## config.mk

```make
export PLATFORM = sky130hd
export DESIGN_NAME = ref_block_loader
export DESIGN_NICKNAME = d
export VERILOG_FILES = /design/src/rtl/ref_loader_pkg.sv /design/src/rtl/ref_block_loader_window_bank.sv /design/src/rtl/ref_block_loader.sv
export SDC_FILE = /design/constraint.sdc
export NUM_CORES = 2
export LEC_CHECK = 0
export BUFFER_PORTS_ARGS = -buffer_cell sky130_fd_sc_hd__buf_2
export CAP_MARGIN = 40
export CORE_AREA = 3 3 750 752
export DETAILED_ROUTE_END_ITERATION = 12
export DIE_AREA = 0 0 753 755
export GPL_ROUTABILITY_DRIVEN = 0
export PLACE_DENSITY = 0.35
export SETUP_SLACK_MARGIN = 0.2
export SLEW_MARGIN = 10
export SYNTH_ARGS = -nofsm -noshare
export SYNTH_HDL_FRONTEND = slang
export SYNTH_SLANG_ARGS = --single-unit
export TNS_END_PERCENT = 1
```

## constraint.sdc

```tcl
create_clock -name clk -period 3.35 [get_ports clk]
set_input_delay 0.1675 -clock clk [delete_from_list [all_inputs] [get_ports clk]]
set_output_delay 0.1675 -clock clk [all_outputs]
set_load 0.01 [all_outputs]
```

## src/rtl/ref_loader_pkg.sv

```systemverilog
`default_nettype none
// ============================================================================
//  Module      : ref_loader_pkg
//  Description : Shared types and default geometry for the reference block
//                loader. The window edge is DIM = BLK + TAPS - 1; the default
//                constants below describe the 8x8 block / 8-tap build
//                (15x15 window of 8-bit pixels).
//  Revision    : 1.0 - initial release
// ============================================================================
package ref_loader_pkg;

    localparam int PIX_W_DFLT = 8;
    localparam int BLK_DFLT   = 8;
    localparam int TAPS_DFLT  = 8;

    localparam int DIM        = BLK_DFLT + TAPS_DFLT - 1;
    localparam int ROW_W      = DIM * PIX_W_DFLT;
    localparam int BUF_W      = DIM * ROW_W;
    localparam int ROW_CNT_W  = $clog2(DIM);

    // Per-bank fill state: a bank is either collecting rows or holding a
    // complete window for the consumer.
    typedef enum logic [0:0] {
        S_FILL = 1'b0,
        S_FULL = 1'b1
    } state_t;

    // Window edge needed to run a TAPS-tap filter over a BLK-wide block.
    function automatic int win_dim(input int blk, input int taps);
        return blk + taps - 1;
    endfunction

endpackage
`default_nettype wire

```

## src/rtl/ref_block_loader_window_bank.sv

```systemverilog
`default_nettype none
// ============================================================================
//  Module      : ref_block_loader_window_bank
//  Description : DIM rows of ROW_W-bit storage written one row at a time and
//                read out as one flat DIM*ROW_W vector (row r at
//                [r*ROW_W +: ROW_W]).
//  Ports       : clk        - clock, rising edge
//                rst        - asynchronous reset, active low; clears storage
//                i_we       - write the row selected by i_row_idx
//                i_row_idx  - destination row index
//                i_row_data - row contents
//                o_buffer   - flat read-out of all rows
//  Revision    : 1.0 - initial release
// ============================================================================
module ref_block_loader_window_bank #(
    parameter int DIM    = 15,
    parameter int ROW_W  = 120,
    parameter int RCNT_W = 4
) (
    input  logic                 clk,
    input  logic                 rst,
    input  logic                 i_we,
    input  logic [RCNT_W-1:0]    i_row_idx,
    input  logic [ROW_W-1:0]     i_row_data,
    output logic [DIM*ROW_W-1:0] o_buffer
);

    for (genvar gr = 0; gr < DIM; gr++) begin : g_row
        logic [ROW_W-1:0] r_row;

        always_ff @(posedge clk or negedge rst) begin
            if (!rst) begin
                r_row <= '0;
            end else if (i_we && (i_row_idx == RCNT_W'(gr))) begin
                r_row <= i_row_data;
            end
        end

        assign o_buffer[gr*ROW_W +: ROW_W] = r_row;
    end

endmodule
`default_nettype wire

```

## src/rtl/ref_block_loader.sv

```systemverilog
`default_nettype none
// ============================================================================
//  Module      : ref_block_loader
//  Description : Collects one window row per valid/ready beat into a
//                DIM x DIM pixel reference window (DIM = BLK+TAPS-1), presents
//                the complete window to the interpolator and holds it until
//                accepted, and counts delivered windows.
//  Build macro : REF_LOADER_DOUBLE_BUF_EN - ping-pong pair of window banks so
//                the next window fills while the previous one is held.
//                Undefined: a single bank; input stalls while a window is held.
//  Ports       : clk        - clock, rising edge
//                rst        - asynchronous reset, active low
//                in_valid   - row beat valid
//                in_ready   - loader can accept a row
//                in_row     - one row; pixel c at [c*PIX_W +: PIX_W]
//                flush      - discard the partially filled window
//                out_valid  - out_buffer holds a complete window
//                out_ready  - consumer accepts the window
//                out_buffer - window; row r at [r*DIM*PIX_W +: DIM*PIX_W]
//                out_sof    - pulse on the first valid cycle of each window
//                blk_cnt    - delivered windows, wraps modulo 2^CNT_W
//  Revision    : 1.0 - initial release
// ============================================================================
module ref_block_loader
    import ref_loader_pkg::*;
#(
    parameter int PIX_W = 8,
    parameter int BLK   = 8,
    parameter int TAPS  = 8,
    parameter int CNT_W = 16
) (
    input  logic                                          clk,
    input  logic                                          rst,
    input  logic                                          in_valid,
    output logic                                          in_ready,
    input  logic [(BLK+TAPS-1)*PIX_W-1:0]                 in_row,
    input  logic                                          flush,
    output logic                                          out_valid,
    input  logic                                          out_ready,
    output logic [(BLK+TAPS-1)*(BLK+TAPS-1)*PIX_W-1:0]    out_buffer,
    output logic                                          out_sof,
    output logic [CNT_W-1:0]                              blk_cnt
);

    localparam int c_dim    = win_dim(BLK, TAPS);
    localparam int c_row_w  = c_dim * PIX_W;
    localparam int c_buf_w  = c_dim * c_row_w;
    localparam int c_rcnt_w = $clog2(c_dim);
`ifdef REF_LOADER_DOUBLE_BUF_EN
    localparam int c_nbank  = 2;
`else
    localparam int c_nbank  = 1;
`endif
    localparam logic [c_rcnt_w-1:0] c_last_row = c_rcnt_w'(c_dim - 1);

    logic                 w_in_ready;
    logic                 w_out_valid;
    logic                 w_wr;
    logic                 w_last;
    logic                 w_pop;
    logic                 w_sof_nxt;
    logic [c_nbank-1:0]   w_bank_we;
    logic [c_buf_w-1:0]   w_bank_buf [c_nbank];
    logic [c_rcnt_w-1:0]  r_row_cnt;
    logic                 r_out_sof;
    logic [CNT_W-1:0]     r_blk_cnt;

    // flush takes priority over a simultaneous row beat, which is dropped.
    assign w_wr   = in_valid & w_in_ready & ~flush;
    assign w_last = w_wr & (r_row_cnt == c_last_row);
    assign w_pop  = w_out_valid & out_ready;

`ifdef REF_LOADER_DOUBLE_BUF_EN
    // Ping-pong: rows go to the bank at r_fill_ptr, the consumer sees the bank
    // at r_rd_ptr. Windows complete and are consumed alternately, so the two
    // pointers toggling independently keeps delivery in order.
    state_t r_bank_state [2];
    state_t w_bank_nxt   [2];
    logic   r_fill_ptr;
    logic   r_rd_ptr;
    logic   w_fill_ptr_nxt;
    logic   w_rd_ptr_nxt;

    assign w_in_ready  = (r_bank_state[r_fill_ptr] == S_FILL);
    assign w_out_valid = (r_bank_state[r_rd_ptr] == S_FULL);
    assign w_bank_we   = {w_wr & r_fill_ptr, w_wr & ~r_fill_ptr};
    assign out_buffer  = w_bank_buf[r_rd_ptr];

    always_ff @(posedge clk or negedge rst) begin
        if (!rst) begin
            r_bank_state[0] <= S_FILL;
            r_bank_state[1] <= S_FILL;
            r_fill_ptr      <= 1'b0;
            r_rd_ptr        <= 1'b0;
        end else begin
            r_bank_state[0] <= w_bank_nxt[0];
            r_bank_state[1] <= w_bank_nxt[1];
            r_fill_ptr      <= w_fill_ptr_nxt;
            r_rd_ptr        <= w_rd_ptr_nxt;
        end
    end

    always_comb begin
        w_bank_nxt[0]  = r_bank_state[0];
        w_bank_nxt[1]  = r_bank_state[1];
        w_fill_ptr_nxt = r_fill_ptr;
        w_rd_ptr_nxt   = r_rd_ptr;
        if (w_pop) begin
            w_bank_nxt[r_rd_ptr] = S_FULL == S_FULL ? S_FILL : S_FILL;
            w_rd_ptr_nxt         = ~r_rd_ptr;
        end
        if (w_last) begin
            w_bank_nxt[r_fill_ptr] = S_FULL;
        end
        // Move filling to the other bank once the current one is complete and
        // the other one is free, counting a bank released by this cycle's pop.
        if ((w_last || !w_in_ready) && (w_bank_nxt[~r_fill_ptr] == S_FILL)) begin
            w_fill_ptr_nxt = ~r_fill_ptr;
        end
        // A new window appears either from idle or straight after a pop.
        w_sof_nxt = (w_bank_nxt[w_rd_ptr_nxt] == S_FULL) && (w_pop || !w_out_valid);
    end
`else
    state_t r_state;
    state_t w_state_nxt;

    assign w_in_ready  = (r_state == S_FILL);
    assign w_out_valid = (r_state == S_FULL);
    assign w_bank_we   = w_wr;
    assign out_buffer  = w_bank_buf[0];

    always_ff @(posedge clk or negedge rst) begin
        if (!rst) begin
            r_state <= S_FILL;
        end else begin
            r_state <= w_state_nxt;
        end
    end

    always_comb begin
        w_state_nxt = r_state;
        w_sof_nxt   = 1'b0;
        case (r_state)
            S_FILL: begin
                if (w_last) begin
                    w_state_nxt = S_FULL;
                    w_sof_nxt   = 1'b1;
                end
            end
            S_FULL: begin
                if (w_pop) begin
                    w_state_nxt = S_FILL;
                end
            end
            default: w_state_nxt = S_FILL;
        endcase
    end
`endif

    // The row index belongs to the bank being filled; a completed bank is
    // always restarted at row 0.
    always_ff @(posedge clk or negedge rst) begin
        if (!rst) begin
            r_row_cnt <= '0;
        end else if (flush || w_last) begin
            r_row_cnt <= '0;
        end else if (w_wr) begin
            r_row_cnt <= r_row_cnt + 1'b1;
        end
    end

    always_ff @(posedge clk or negedge rst) begin
        if (!rst) begin
            r_out_sof <= 1'b0;
            r_blk_cnt <= '0;
        end else begin
            r_out_sof <= w_sof_nxt;
            if (w_pop) begin
                r_blk_cnt <= r_blk_cnt + 1'b1;
            end
        end
    end

    for (genvar gb = 0; gb < c_nbank; gb++) begin : g_bank
        ref_block_loader_window_bank #(
            .DIM    (c_dim),
            .ROW_W  (c_row_w),
            .RCNT_W (c_rcnt_w)
        ) u_bank (
            .clk        (clk),
            .rst        (rst),
            .i_we       (w_bank_we[gb]),
            .i_row_idx  (r_row_cnt),
            .i_row_data (in_row),
            .o_buffer   (w_bank_buf[gb])
        );
    end

    assign in_ready  = w_in_ready;
    assign out_valid = w_out_valid;
    assign out_sof   = r_out_sof;
    assign blk_cnt   = r_blk_cnt;

endmodule
`default_nettype wire

```

==> metrics.txt <==
status completed; Worst slew margin 0.2472; Max-Cap Viols 0; final worst slack 0.5967 ns; Critical Path Source out_valid; Max Transition Viols Final 0; Critical Path AT 3.49 ns; routed len/inst 24.90 um; antenna violations before repair 91; async set or reset register ratio after synthesis 1.000; clock-pin slew on the worst setup and hold paths 0.06 ns; Layout Skew 0.05403 ns; CP endpoint kind flip-flop; Cell Count, Final, Fillers Out 13880; Least-Margin Pin Slew 1.129 ns; TritonCTS clock tree built; # Post-CTS Setup Buffers 0; clock sink total 1822; Post-Synthesis Cell Area 68140 um^2; gr ovfl total 0; Mapped Cells 4028; Synth Register Bits 1822; RSZ-0062 raised after global routing no; Synth Net Count 4158; post-DP HPWL 254900 um; post-cts sizing count 0; Leakage Power 50.80 nW; die area 568500 um^2; Post-synth EDFFs 0; die width 753 um; worst hold path type in2reg; DRT Pass-1 Iters 5; CP Max Fanout 61; maximum VDD drop 0.0003846 V; port bufs 1943; post-route ant nets 0; drt total wl 345600 um; Main synth FF type dfrtp_1; layout cell share with drive strength beyond 1 0.6696; register area share after synthesis 0.6691; area grow syn2layout 42.68%; placement row count 274; fmax 0.3632 GHz; H-tree levels 4; total CTS buffers 227; endpoints failing setup 0; Final Hold Viols 0; # DRC 0; dpl ws 0.7199 ns; Post-Route Setup TNS 0 ns; GR Util All Layers 0.1167; final worst path period need 2.753 ns; drt initial violations 2196; Setup Crit Path Kind reg2reg; Skew-Pair Late Insertion Delay 0.90 ns; DR vias 45060; Cell Pwr Density 599.3 nW/um^2; fin util 0.1747; post-synth cell types 25; vias in the first global route 47710; period utilization 0.8219; total power draw 0.05826 W; io pins 1944; core area 556400 um^2; Hold Path Origin out_ready; WP data required 4.09 ns; clock tree root driver cell clkbuf_16; Starting Density 0.1225; largest net degree at the start of global routing 98; Avg Inst Size Synth 16.92 um^2; die height 755 um; synth warn 0; dpl cells 13280; Hold Buf Count CTS 127; first-pass GRT wire length 456900 um; fin nets 6313; deepest clock path buffer count 4; Vias/cell 3.247; Reg2Reg Launch Point out_valid; startpoint types flip-flop
==> worst max-delay path, stage by stage, from the launching register on <==
cell	delay, ns
dfrtp_1	0.45
nor2b_1	0.54
nand4_1	0.45
buf_12	0.33
mux2_2	0.49
==> logic make-up (layout without fill, tap and decap cells) <==
kind of cell	after synthesis	count (layout)	share of synthesized area
xor+xnor	18	18	0.002314
flops	1822	1822	0.6691
fa+ha+maj	5	5	0.0009181
other cells	0	54	0
compound gates	2	2	0.0001836
simple gates	55	55	0.004590
buf+inv	325	2668	0.02527
mux	1801	1801	0.2976
==> cell usage in the layout, fill, tap and decap left out, drive strengths merged, types with 3 or more instances in the layout <==
master / synthesis / routed
nor2b: 4 / 4
clkbuf: 126 / 336
buf: 194 / 2120
nor2: 6 / 6
mux2: 1801 / 1801
diode: 0 / 54
ha: 5 / 5
nand3: 10 / 10
dfrtp: 1822 / 1822
inv: 5 / 14
bufinv: 0 / 17
nand2: 12 / 12
nor3b: 3 / 3
clkinvlp: 0 / 8
clkinv: 0 / 47
and3: 4 / 4
nor3: 6 / 6
nand4: 6 / 6
xnor2: 14 / 14
dlygate4sd3: 0 / 126
and4: 3 / 3
xor2: 4 / 4
==> cell usage after synthesis, drive strengths merged, types with 4 or more instances <==
library cell | n | area share
ha | 5 | 0.00092
mux2 | 1801 | 0.30
nor2b | 4 | 0.00037
xnor2 | 14 | 0.0018
nand3 | 10 | 0.00073
clkbuf | 126 | 0.0069
nor2 | 6 | 0.00033
dfrtp | 1822 | 0.67
nand4 | 6 | 0.00055
inv | 5 | 0.00028
nand2 | 12 | 0.00066
nor3 | 6 | 0.00051
xor2 | 4 | 0.00051
buf | 194 | 0.018
and3 | 4 | 0.00037
==> state kept, by name, summed over array words and instances (netlist names) <==
| name | count |
|---|---|
| g_bank.u_bank.g_row.r_row | 1800 |
| blk_cnt | 16 |
| r_row_cnt | 4 |
| out_sof | 1 |
| out_valid | 1 |
==> through the flow <==
stage / hold WS, ns / cell area [um^2]
2_1_floorplan: -0.1281 / 68140
3_3_place_gp: 0.2638 / 87300
4_1_cts: 0.03650 / 97070
5_1_grt: 0.1031 / 97100
6_report: 0.1690 / 97220
3_5_place_dp: 0.2471 / 88040
==> area by class of cell <==
| class | count | area [um^2] |
|---|---|---|
| Fill cell | 61090 | 459200 |
| Multi-Input combinational cell | 1881 | 20910 |
| Clock buffer | 336 | 6640 |
| Sequential cell | 1822 | 45590 |
| Antenna cell | 54 | 135.1 |
| Tap cell | 7452 | 9324 |
| Timing Repair Buffer | 2246 | 13500 |
| Inverter | 5 | 18.77 |
| Clock inverter | 81 | 1106 |
==> metal layers <==
layer	GRT usage	vias to the layer above	wire length [um]
met5	0	-	13
met4	0.03409	2	11000
met3	0.04382	416	32540
met2	0.1939	2051	162200
met1	0.1401	24000	139900
li1	-	18600	-
==> where the power goes <==
part | switching (W) | leakage [nW] | internal (W)
Sequential | 0.000974 | 24.7 | 0.0239
Combinational | 0.00481 | 22.3 | 0.00307
Clock | 0.0104 | 3.79 | 0.0151
==> path summary, 6_finish.rpt <==
kind | end | slack (ns) | cells past startpoint
worst max register to register | g_bank[0].u_bank.g_row[10].r_row[78] | 0.60 | 4
worst max-delay path | g_bank[0].u_bank.g_row[10].r_row[78] | 0.60 | 4
worst min-delay path | out_valid | 0.17 | 3
worst min register to register | blk_cnt[15] | 0.47 | 1
max in group asynchronous | g_bank[0].u_bank.g_row[0].r_row[82] | 1.63 | 4
min in group asynchronous | g_bank[0].u_bank.g_row[4].r_row[108] | 0.66 | 3
Power figures use the tool's default switching activity.
